### src/rtl/adc_scan_controller.sv
// Conversion-frame sequencer for the multiplexed serial ADC: drives cnv/sck/mux pins and emits channel-tagged samples.
// Optional ADC_SCAN_TEST_PATTERN_EN adds a test_mode input that replaces sample data with {frame, channel}.
module adc_scan_controller #(
    parameter int unsigned NUM_CH     = 8,
    parameter int unsigned CH_W       = 4,
    parameter int unsigned DATA_BITS  = 16,
    parameter int unsigned CNV_CYCLES = 20,
    parameter int unsigned GAP_CYCLES = 3
) (
    input  logic                 AD_clk,
    input  logic                 reset,
    input  logic                 enable,
    input  logic                 clr_overrun,
    input  logic                 fifo_full,
    input  logic                 adc_sdo,
`ifdef ADC_SCAN_TEST_PATTERN_EN
    input  logic                 test_mode,
`endif
    output logic                 adc_cnv,
    output logic                 adc_sck,
    output logic                 adc_step,
    output logic                 adc_reset,
    output logic [DATA_BITS-1:0] sample_data,
    output logic [CH_W-1:0]      sample_ch,
    output logic                 sample_valid,
    output logic                 sample_last,
    output logic                 busy,
    output logic                 overrun
);

    localparam int unsigned ACQ_CYCLES = 2 * DATA_BITS;
    localparam int unsigned CNT_MAX_A  = (CNV_CYCLES > ACQ_CYCLES) ? CNV_CYCLES : ACQ_CYCLES;
    localparam int unsigned CNT_MAX    = (GAP_CYCLES > CNT_MAX_A) ? GAP_CYCLES : CNT_MAX_A;
    localparam int unsigned CNT_W      = $clog2(CNT_MAX + 1);

    localparam logic [CNT_W-1:0] CNV_LAST = CNT_W'(CNV_CYCLES - 1);
    localparam logic [CNT_W-1:0] ACQ_LAST = CNT_W'(ACQ_CYCLES - 1);
    localparam logic [CNT_W-1:0] GAP_LAST = CNT_W'((GAP_CYCLES == 0) ? 0 : GAP_CYCLES - 1);
    localparam logic [CH_W-1:0]  CH_LAST  = CH_W'(NUM_CH - 1);

    typedef enum logic [2:0] {IDLE, INIT, CNV, ACQ, STEP, GAP} state_t;

    state_t                 state_q, state_d;
    logic [CNT_W-1:0]       cnt_q, cnt_d;
    logic [CH_W-1:0]        ch_q, ch_d;
    logic [DATA_BITS-1:0]   shift_q, shift_d;
    logic                   cnv_d, sck_d, step_d, mux_rst_d, valid_d, last_d, busy_d, overrun_d;
    logic [DATA_BITS-1:0]   data_d;
    logic [CH_W-1:0]        sch_d;
`ifdef ADC_SCAN_TEST_PATTERN_EN
    logic [7:0]             frame_q, frame_d;
`endif

    // State, datapath and registered pin outputs
    always_ff @(posedge AD_clk or posedge reset) begin
        if (reset) begin
            state_q      <= IDLE;
            cnt_q        <= '0;
            ch_q         <= '0;
            shift_q      <= '0;
            adc_cnv      <= 1'b0;
            adc_sck      <= 1'b0;
            adc_step     <= 1'b0;
            adc_reset    <= 1'b0;
            sample_data  <= '0;
            sample_ch    <= '0;
            sample_valid <= 1'b0;
            sample_last  <= 1'b0;
            busy         <= 1'b0;
            overrun      <= 1'b0;
`ifdef ADC_SCAN_TEST_PATTERN_EN
            frame_q      <= '0;
`endif
        end else begin
            state_q      <= state_d;
            cnt_q        <= cnt_d;
            ch_q         <= ch_d;
            shift_q      <= shift_d;
            adc_cnv      <= cnv_d;
            adc_sck      <= sck_d;
            adc_step     <= step_d;
            adc_reset    <= mux_rst_d;
            sample_data  <= data_d;
            sample_ch    <= sch_d;
            sample_valid <= valid_d;
            sample_last  <= last_d;
            busy         <= busy_d;
            overrun      <= overrun_d;
`ifdef ADC_SCAN_TEST_PATTERN_EN
            frame_q      <= frame_d;
`endif
        end
    end

    // Next-state and next-output logic
    always_comb begin
        state_d   = state_q;
        cnt_d     = cnt_q;
        ch_d      = ch_q;
        shift_d   = shift_q;
        cnv_d     = 1'b0;
        sck_d     = 1'b0;
        step_d    = 1'b0;
        mux_rst_d = 1'b0;
        valid_d   = 1'b0;
        last_d    = 1'b0;
        data_d    = sample_data;
        sch_d     = sample_ch;
        busy_d    = (state_q != IDLE);
        overrun_d = overrun & ~clr_overrun;
`ifdef ADC_SCAN_TEST_PATTERN_EN
        frame_d   = frame_q;
`endif
        // sdo is captured at the end of each cycle the sck pin is high
        if (adc_sck) begin
            shift_d = {shift_q[DATA_BITS-2:0], adc_sdo};
        end

        case (state_q)
            IDLE: begin
                if (enable) begin
                    state_d = INIT;
                end
            end
            INIT: begin
                mux_rst_d = 1'b1;
                ch_d      = '0;
                cnt_d     = '0;
                state_d   = CNV;
            end
            CNV: begin
                cnv_d = 1'b1;
                if (cnt_q == CNV_LAST) begin
                    cnt_d   = '0;
                    state_d = ACQ;
                end else begin
                    cnt_d = cnt_q + CNT_W'(1);
                end
            end
            ACQ: begin
                sck_d = ~cnt_q[0];
                if (cnt_q == ACQ_LAST) begin
                    cnt_d   = '0;
                    state_d = STEP;
                end else begin
                    cnt_d = cnt_q + CNT_W'(1);
                end
            end
            STEP: begin
`ifdef ADC_SCAN_TEST_PATTERN_EN
                data_d = test_mode ? DATA_BITS'({frame_q, 8'(ch_q)}) : shift_q;
`else
                data_d = shift_q;
`endif
                sch_d = ch_q;
                if (fifo_full) begin
                    overrun_d = 1'b1;
                end else begin
                    valid_d = 1'b1;
                    last_d  = (ch_q == CH_LAST);
                end
                if (ch_q == CH_LAST) begin
                    mux_rst_d = 1'b1;
                    ch_d      = '0;
`ifdef ADC_SCAN_TEST_PATTERN_EN
                    frame_d   = frame_q + 8'd1;
`endif
                end else begin
                    step_d = 1'b1;
                    ch_d   = ch_q + CH_W'(1);
                end
                cnt_d = '0;
                if (!enable) begin
                    state_d = IDLE;
                end else if (GAP_CYCLES != 0) begin
                    state_d = GAP;
                end else begin
                    state_d = CNV;
                end
            end
            GAP: begin
                if (cnt_q == GAP_LAST) begin
                    cnt_d   = '0;
                    state_d = enable ? CNV : IDLE;
                end else begin
                    cnt_d = cnt_q + CNT_W'(1);
                end
            end
            default: begin
                state_d = IDLE;
            end
        endcase
    end

endmodule

### config.mk
export PLATFORM = sky130hd
export DESIGN_NAME = adc_scan_controller
export DESIGN_NICKNAME = d
export VERILOG_FILES = /design/src/rtl/adc_scan_controller.sv
export SDC_FILE = /design/constraint.sdc
export NUM_CORES = 1
export LEC_CHECK = 0
export ABC_AREA = 0
export CAP_MARGIN = 25
export CELL_PAD_IN_SITES_DETAIL_PLACEMENT = 0
export CELL_PAD_IN_SITES_GLOBAL_PLACEMENT = 2
export CORE_UTILIZATION = 33
export DETAILED_ROUTE_END_ITERATION = 7
export MAX_ROUTING_LAYER = met4
export PLACE_DENSITY = 0.75
export SLEW_MARGIN = 20
export SYNTH_ARGS = -nofsm -noshare
export SYNTH_HDL_FRONTEND = slang
export SYNTH_SLANG_ARGS = --single-unit
### constraint.sdc
create_clock -name AD_clk -period 1.6 [get_ports AD_clk]
set_input_delay 0.16 -clock AD_clk [delete_from_list [all_inputs] [get_ports AD_clk]]
set_output_delay 0.16 -clock AD_clk [all_outputs]
set_load 0.02 [all_outputs]
# Word-level counts from Yosys, hierarchy flattened
# Cells that the tools add are included.
dict set report word_totals {
  regBits 57
  latch_bits 0
  ramBits 0
  mem_bits_ro 0
  inputBits 6
  out_inout_bits 28
  elab_cells 63
  n_memories 0
}
dict set report classes {
  addsub 2
  n_mul 0
  div_mod_pow 0
  n_lt_le_gt_ge 0
  eq_ne 13
  n_shift 0
  muxes 25
  bitwise_logic 3
  n_reduce_logical 6
}
# op count
set ops {}
lappend ops {{one-hot mux 6 bit (4 select lines)} 1}
lappend ops {{two-way mux 6 bit} 3}
lappend ops {{one-hot mux 3 bit (6 select lines)} 1}
lappend ops {{two-way mux 3 bit} 5}
lappend ops {{equality test 6 x 5 -> 1 bit (second input constant)} 2}
lappend ops {{two-way mux 1 bit} 11}
lappend ops {{inequality test 2 bit (second input constant)} 4}
lappend ops {{one-hot mux 4 bit (2 select lines)} 1}
lappend ops {{adder 6 x 1 -> 6 bit (second input constant)} 1}
lappend ops {{equality test 3 x 2 -> 1 bit (second input constant)} 2}
lappend ops {{equality test 3 bit (second input constant)} 2}
lappend ops {{equality test 6 x 2 -> 1 bit (second input constant)} 1}
lappend ops {{adder 4 x 1 -> 4 bit (second input constant)} 1}
lappend ops {{equality test 4 x 3 -> 1 bit (second input constant)} 1}
lappend ops {{two-way mux 4 bit} 1}
lappend ops {{AND reduction 4 bit} 1}
lappend ops {{nonzero test 4 bit} 1}
lappend ops {{equality test 3 x 1 -> 1 bit (second input constant)} 1}
lappend ops {{logical NOT 3 bit} 1}
lappend ops {{nonzero test 3 bit} 1}
lappend ops {{two-way mux 2 bit} 1}
lappend ops {{inverter 1 bit} 2}
lappend ops {{one-hot mux 1 bit (2 select lines)} 1}
lappend ops {{nonzero test 2 bit} 1}
lappend ops {{2 further kinds} 2}

# Depth between registers and ports, before layout
# Gate-level depths: netlist of the first run.
dict set report logic_depth {
  depth_word 4
  depth_mapped 6
  mapped_depth_nobuf 6
}

# Worst setup path before layout of the first run
# Ideal clock, no wire load.
dict set report synth_path {
  kind {register to register}
  startpoint {register cnt_q[0]}
  endpoint {register cnt_q[1]}
  setup_time_ns 0.095
  t_arrival_ns 1.422
  required_ns 1.505
  setup_slack_ns 0.082
  path_stages_with_launch 7
  n_path_buf 0
  synth_period_minus_slack_ns 1.518
  cell_sequence {dfrtp_1 ha_1 and3b_1 and2_1 o221ai_2 nand2_1 o31ai_1}
}
dict set report synth_between {
  elab_chain_len 3
  elab_cells_between_ends 8
  cone_classes {add/sub (1); eq/ne (3); mux (4)}
}
# element line_no
set synth_rtl {}
lappend synth_rtl {{from (decl)} 44} ;# logic [CNT_W-1:0] cnt_q, cnt_d;
lappend synth_rtl {{from (signal assigned)} 76} ;# cnt_q <= cnt_d;
lappend synth_rtl {{adder 6 x 1 -> 6 bit (tied with other cells)} {137, 146, 186}}
lappend synth_rtl {{two-way mux 6 bit, on equally long branches} {182, 133, 142}}
lappend synth_rtl {{one-hot mux 6 bit (4 select lines) *} 119} ;# case (state_q)
# Mark *: on every way between the ends. The rest lies on a longest branch, timed or not.
# A chain may end at the register's enable or synchronous reset.

# Final worst setup path of the first run
dict set report layout_path {
  startpoint {register cnt_q[0]}
  endpoint {register cnt_q[5]}
}
# The elaborated chain is that of the path after synthesis.

==> impl_metrics.json, run 1 <==
{
  "hold_path_class": "in2async",
  "setup_slack_ns": -0.05524,
  "status": "complete, but fails checks",
  "cap_violations": 0,
  "rows": 31,
  "synth-main-ff-cell": "dfrtp_1",
  "nets": 277,
  "drt_iter0_markers": 45,
  "fin_crit_ns": 1.655,
  "die_h_um": 89.19,
  "avgRoutedWirePerCell_um": 14.04,
  "synth_top_area_share_pct": 56.86,
  "port_buffers": 33,
  "slew-limit-headroom_pct": 73.83,
  "violations": "negative setup slack",
  "clock-sinks": 57,
  "period_share_pct": 103.5,
  "multi_input_area_sq_um": 1055,
  "drt.antenna.violating_nets": 0,
  "first_global_vias": 1749,
  "async_reset_ff_share_pct": 100.0,
  "cts-hold-fix-buffers": 0,
  "wirelength_mm": 5.194,
  "num_io_pins": 34,
  "cts-root-buf": "clkbuf_8",
  "leakagePower_uw": 0.001526,
  "endpoint_kind": "register",
  "synth_top_cells_by_count": "57 x dfrtp_1, 36 x mux2_2, 13 x nand2_1, 13 x nor2_1, 10 x o21ai_0",
  "post-place-cells": 348,
  "gp_congestion": 0.8108,
  "diodes": 0,
  "fmax_mhz": 604.1,
  "area_growth_pct": 35.76,
  "crit_required_ns": 1.81,
  "synth_warnings": 0,
  "clk_pin_slew_ns": 0.06,
  "ys_ff_latch": 57,
  "synth_edf_count": 0,
  "viasPerCell": 4.857,
  "path_max_fanout": 4,
  "finalSetupViolations": 2,
  "cts_buffer_depth": 2,
  "coreArea_sq_um": 7292,
  "die_x_um": 89.19,
  "cts_tree": "built",
  "fin_skew_ns": 0.003846,
  "yosysUniqueCellTypes": 44,
  "cts_made_buffers": 9,
  "yosysMostFrequentCell": "dfrtp_1",
  "timing_worst_slew_pin_value_ns": 0.3919,
  "h-tree-depth": 3,
  "final_cells": 370,
  "synth_top_cell_by_area": "dfrtp_1",
  "drc": 0,
  "finalMaxSlewViolations": 0,
  "syn_area_sq_um": 2509,
  "grt_pass1_wl_mm": 8.542,
  "power_uw": 5367,
  "antenna_found_initial": 0,
  "dr.pass1.iters": 4,
  "arrival_ns": 1.86,
  "dpl.hpwl_mm": 3.539,
  "pwr_density_cell_nw_per_um2": 1576,
  "dieArea_sq_um": 7955,
  "hold_viol": 0,
  "clkLatencyLatePin_ns": 0.32,
  "start_util_pct": 34.40,
  "overflow": 0,
  "rsz0062_at_grt": "true",
  "ir_worst_vdd_uv": 730.6,
  "synth_area_leaders": "dfrtp_1 57%, mux2_2 16%, o21ai_0 2.0%",
  "tns_ns": -0.06694,
  "grt_max_degree": 24,
  "cp-start-kind": "register",
  "ys_seq_area_share_pct": 56.86,
  "synth_nets": 216,
  "grt_util_all_layers_pct": 15.13,
  "final_util_pct": 46.71,
  "netlist_instances": 207,
  "via_count": 1797,
  "crit_type": "reg2reg",
  "avgSynthCellArea_sq_um": 12.12,
  "fill_cells": 721,
  "regArea_sq_um": 1426,
  "drive_gt1_share_pct": 34.69
}
## sequential cells by signal (all words and copies together) (netlist names)
signal / count
sample_valid: 1
cnt_q: 6
busy: 1
sample_data: 16
state_q: 3
overrun: 1
ch_q: 4
sample_ch: 4
shift_q: 16
sample_last: 1
adc_step: 1
adc_reset: 1
adc_cnv: 1
adc_sck: 1
## report_power, final
group	leakage [uW]	switching, uW	internal [uW]
combinational	0.000687	905	967
clock	0.000102	527	854
sequential	0.000737	307	1810
total	0.00153	1740	3630
## cells by family after synthesis
| family | count (synthesis) | share of synthesized area (%) |
|---|---|---|
| flops | 57 | 56.86 |
| simple gates | 50 | 10.03 |
| compound gates | 38 | 10.33 |
| mux | 38 | 16.96 |
| buf+inv | 18 | 3.292 |
| xor+xnor | 3 | 1.048 |
| fa+ha+maj | 3 | 1.496 |
## worst max-delay path, cell delays in order (launching register included)
cell	delay (ns)
dfrtp_1	0.38
ha_2	0.19
and3b_2	0.22
buf_6	0.10
nand2_2	0.04
a221o_1	0.35
a31oi_4	0.16
o22ai_2	0.10
## layout by cell type (no fill, tap or decap), types with 3 or more instances in the layout
master,synthesis,routed
dfrtp_1,57,57
mux2_2,36,36
clkdlybuf4s50_1,0,33
buf_4,0,23
nor2_1,13,12
nand2_1,13,12
o21ai_0,10,10
a21oi_1,9,9
clkbuf_8,0,9
inv_1,7,6
nor3_1,4,4
nand3_1,3,3
buf_6,1,3
## metal layers
metal	wire (um)	track usage [%]	vias to the layer above
li1	-	-	863
met1	2505	20.05	895
met2	2412	22.14	33
met3	207	3.878	6
met4	68	6.061	0
met5	0	-	-
## final cells by class
class                      count  share of cell area [%]
timing repair buffer          61                   16.94
clock buffer                  10                   3.747
inverter                       7                  0.7715
tap                           99                   3.637
multi-input combinational    132                   30.97
clock inverter                 4                   2.057
sequential                    57                   41.88
## through the flow
stage | hold slack [ns] | cell area (sq um) | setup slack [ns]
global route | 0.1704 | 3406 | -0.1357
floorplan | 0.2382 | 2509 | 0.04036
detailed placement | 0.4873 | 3084 | -0.07725
finish | 0.1335 | 3406 | -0.05524
CTS | 0.1276 | 3346 | -0.03205
global placement | 0.4835 | 3084 | -0.01492
## repair_timing
action,in CTS,in global routing
setup endpoints to repair,2,4
pin swaps,5,6
resized for setup,4,9
setup buffers,7,1
## path summary, 6_finish.rpt
check | startpoint | endpoint | slack [ns] | cells past startpoint
max in group asynchronous | reset | shift_q[8] | 0.99 | 3
min in group AD_clk | clr_overrun | overrun | 0.40 | 2
setup / recovery | cnt_q[0] | cnt_q[5] | -0.06 | 7
hold / removal | reset | sample_ch[2] | 0.13 | 2
setup reg to reg | cnt_q[0] | cnt_q[5] | -0.06 | 7
hold reg to reg | sample_data[8] | sample_data[8] | 0.50 | 1
Note: power is estimated with default switching activity, not from simulation.
==> inputs of run 2 (changes only) <==
--- a/config.mk
+++ b/config.mk
@@ -9,10 +9,11 @@
 export CAP_MARGIN = 25
 export CELL_PAD_IN_SITES_DETAIL_PLACEMENT = 0
 export CELL_PAD_IN_SITES_GLOBAL_PLACEMENT = 2
-export CORE_UTILIZATION = 33
+export CORE_UTILIZATION = 34
+export CTS_BUF_LIST = sky130_fd_sc_hd__clkbuf_8
 export DETAILED_ROUTE_END_ITERATION = 7
 export MAX_ROUTING_LAYER = met4
-export PLACE_DENSITY = 0.75
+export PLACE_DENSITY = 0.77
 export SLEW_MARGIN = 20
 export SYNTH_ARGS = -nofsm -noshare
 export SYNTH_HDL_FRONTEND = slang
==> run 2 against run 1 <==
Effect of this change:
- the run now ends clean
- worst hold slack got worse by 0.0082 ns
- cell count down 1.1%
- first-iteration DRC count grew 93%
- sequential share of layout area grew 0.51 points
- clock skew grew 0.0039 ns
- core utilization increased by 1.7 points
- register-to-register slack better by 0.08 ns
- power down 1.7%
- maximum frequency is 5.1% higher
- die area down 2.9%
- critical endpoint unchanged
- largest cell class unchanged
- highest routed layer unchanged
==> impl_metrics.json, run 2 (synthesis gave the netlist of run 1 again) <==
{
  "via_count": 1777,
  "r2r_end": "cnt_q[5]",
  "rsz0062_at_grt": "true",
  "worstPathCellList": "ha_2, and3b_2, and2_4, o221ai_4, nand2_1, buf_4, o22ai_1",
  "fin_skew_ns": 0.007779,
  "drt_iter0_markers": 87,
  "leakagePower_uw": 0.001500,
  "num_io_pins": 34,
  "design_area_sq_um": 3364,
  "power_uw": 5277,
  "final_util_pct": 48.45,
  "fmax_mhz": 634.8,
  "fill_cells": 644,
  "setup_slack_ns": 0.02458,
  "final_common_cell": "dfrtp_1",
  "final_cells": 366,
  "rrSetupSlack_ns": 0.02,
  "drc": 0,
  "viasPerCell": 4.855,
  "clk_pin_slew_ns": 0.07,
  "cts_made_buffers": 9,
  "cts-root-buf": "clkbuf_8",
  "placed_area_sq_um": 3093,
  "gp_congestion": 0.8707,
  "clkLatencyLatePin_ns": 0.33,
  "reg.largest.list": "sample_data (16), shift_q (16), cnt_q (6)",
  "crit_required_ns": 1.86,
  "rows": 30,
  "slew-limit-headroom_pct": 74.21,
  "timing_worst_slew_pin_value_ns": 0.3809,
  "clock-sinks": 57,
  "arrival_ns": 1.83,
  "area_growth_pct": 34.11,
  "path_buf_inv": 1,
  "cts-hold-fix-buffers": 0,
  "wirelength_mm": 5.075,
  "coreArea_sq_um": 6944,
  "grt_max_degree": 25,
  "ir_worst_vdd_uv": 429.2,
  "die_x_um": 87.90,
  "crit_type": "reg2reg",
  "endpoint_kind": "register",
  "path_max_fanout": 4,
  "hold_viol": 0,
  "drive_gt1_share_pct": 34.07,
  "avgRoutedWirePerCell_um": 13.87,
  "fin_crit_ns": 1.575,
  "cts_buffer_depth": 2,
  "grt_pass1_wl_mm": 8.769,
  "cp-start-kind": "register",
  "port_buffers": 33,
  "dieArea_sq_um": 7726,
  "slowest_stage": "dfrtp_1",
  "antenna_found_initial": 0,
  "grt_util_all_layers_pct": 15.93,
  "crit_family": "simple AND/OR/NAND/NOR gates",
  "finalMaxSlewViolations": 0,
  "start_util_pct": 36.13,
  "pre_cts_ws_ns": -0.02504,
  "nets": 274,
  "period_share_pct": 98.46,
  "diodes": 0,
  "drt.antenna.violating_nets": 0,
  "rr_worst_depth": 7,
  "pwr_density_cell_nw_per_um2": 1568,
  "post-place-cells": 347,
  "crit_path_max_incr_delay_ns": 0.40,
  "cts_tree": "built",
  "dr.pass1.iters": 4,
  "regToRegStartpoint": "cnt_q[1]",
  "h-tree-depth": 3,
  "cap_violations": 0,
  "finalSetupViolations": 0,
  "hold_path_class": "in2async",
  "first_global_vias": 1837,
  "final_cell_mix": "57 x dfrtp_1, 36 x mux2_2, 33 x clkdlybuf4s50_1",
  "dpl.hpwl_mm": 3.525,
  "die_h_um": 87.90,
  "status": "finished clean",
  "overflow": 0
}
-- run 2: power by group --
part | switching [uW] | internal (uW)
clock | 601 | 763
sequential | 288 | 1800
combinational | 893 | 927
total | 1780 | 3490
-- run 2: metrics by stage --
step	setup TNS (ns)	hold WS, ns
after detailed placement	-0.02504	0.4831
after global placement	0	0.4842
final	0	0.1253
after floorplan	0	0.2382
after CTS	-0.03187	0.1268
after global routing	-0.05403	0.1474
-- run 2: worst register-to-register path, delay by kind of cell, from the launching register on --
kind,cells,cell delay (ns)
adders and majority gates,1,0.19
and+or+nand+nor,3,0.49
DFF,1,0.40
AOI/OAI and AO/OA,2,0.29
buffers and inverters,1,0.14
-- run 2: worst max-delay path by stage --
stage | start | cells after the start | endpoint | slack [ns]
after floorplan | reset | 1 | adc_cnv | 0.04
after global placement | cnt_q[0] | 6 | cnt_q[1] | 0.03
after CTS | cnt_q[1] | 6 | cnt_q[1] | -0.03
after detailed placement | cnt_q[1] | 6 | cnt_q[1] | -0.03
final | cnt_q[1] | 7 | cnt_q[5] | 0.02
after global routing | cnt_q[1] | 7 | cnt_q[5] | -0.03
-- run 2: final cells by class --
class	instances	area (sq um)	share of cell area, %
inverter	7	26.28	0.7810
tap	96	120.1	3.570
sequential	57	1426	42.39
multi-input combinational	132	1045	31.05
timing repair buffer	58	543.0	16.14
clock inverter	6	66.31	1.971
clock buffer	10	137.6	4.091
-- run 2: routing by layer --
metal  global-route usage (%)  vias up  share of wire [%]  wire, um
li1                         -      862                  -         -
met3                    4.147       19                3.8       192
met2                    21.99       38                 44      2223
met1                    20.31      858                 49      2486
met5                        -        -                  0         0
met4                    10.88        0                3.4       173
-- run 2: what timing repair did --
| action | CTS | global route |
|---|---|---|
| endpoints found under the setup margin | 1 | 5 |
| buffers inserted | 3 | 0 |
| pin swaps | 4 | 5 |
| resized for setup | 5 | 5 |
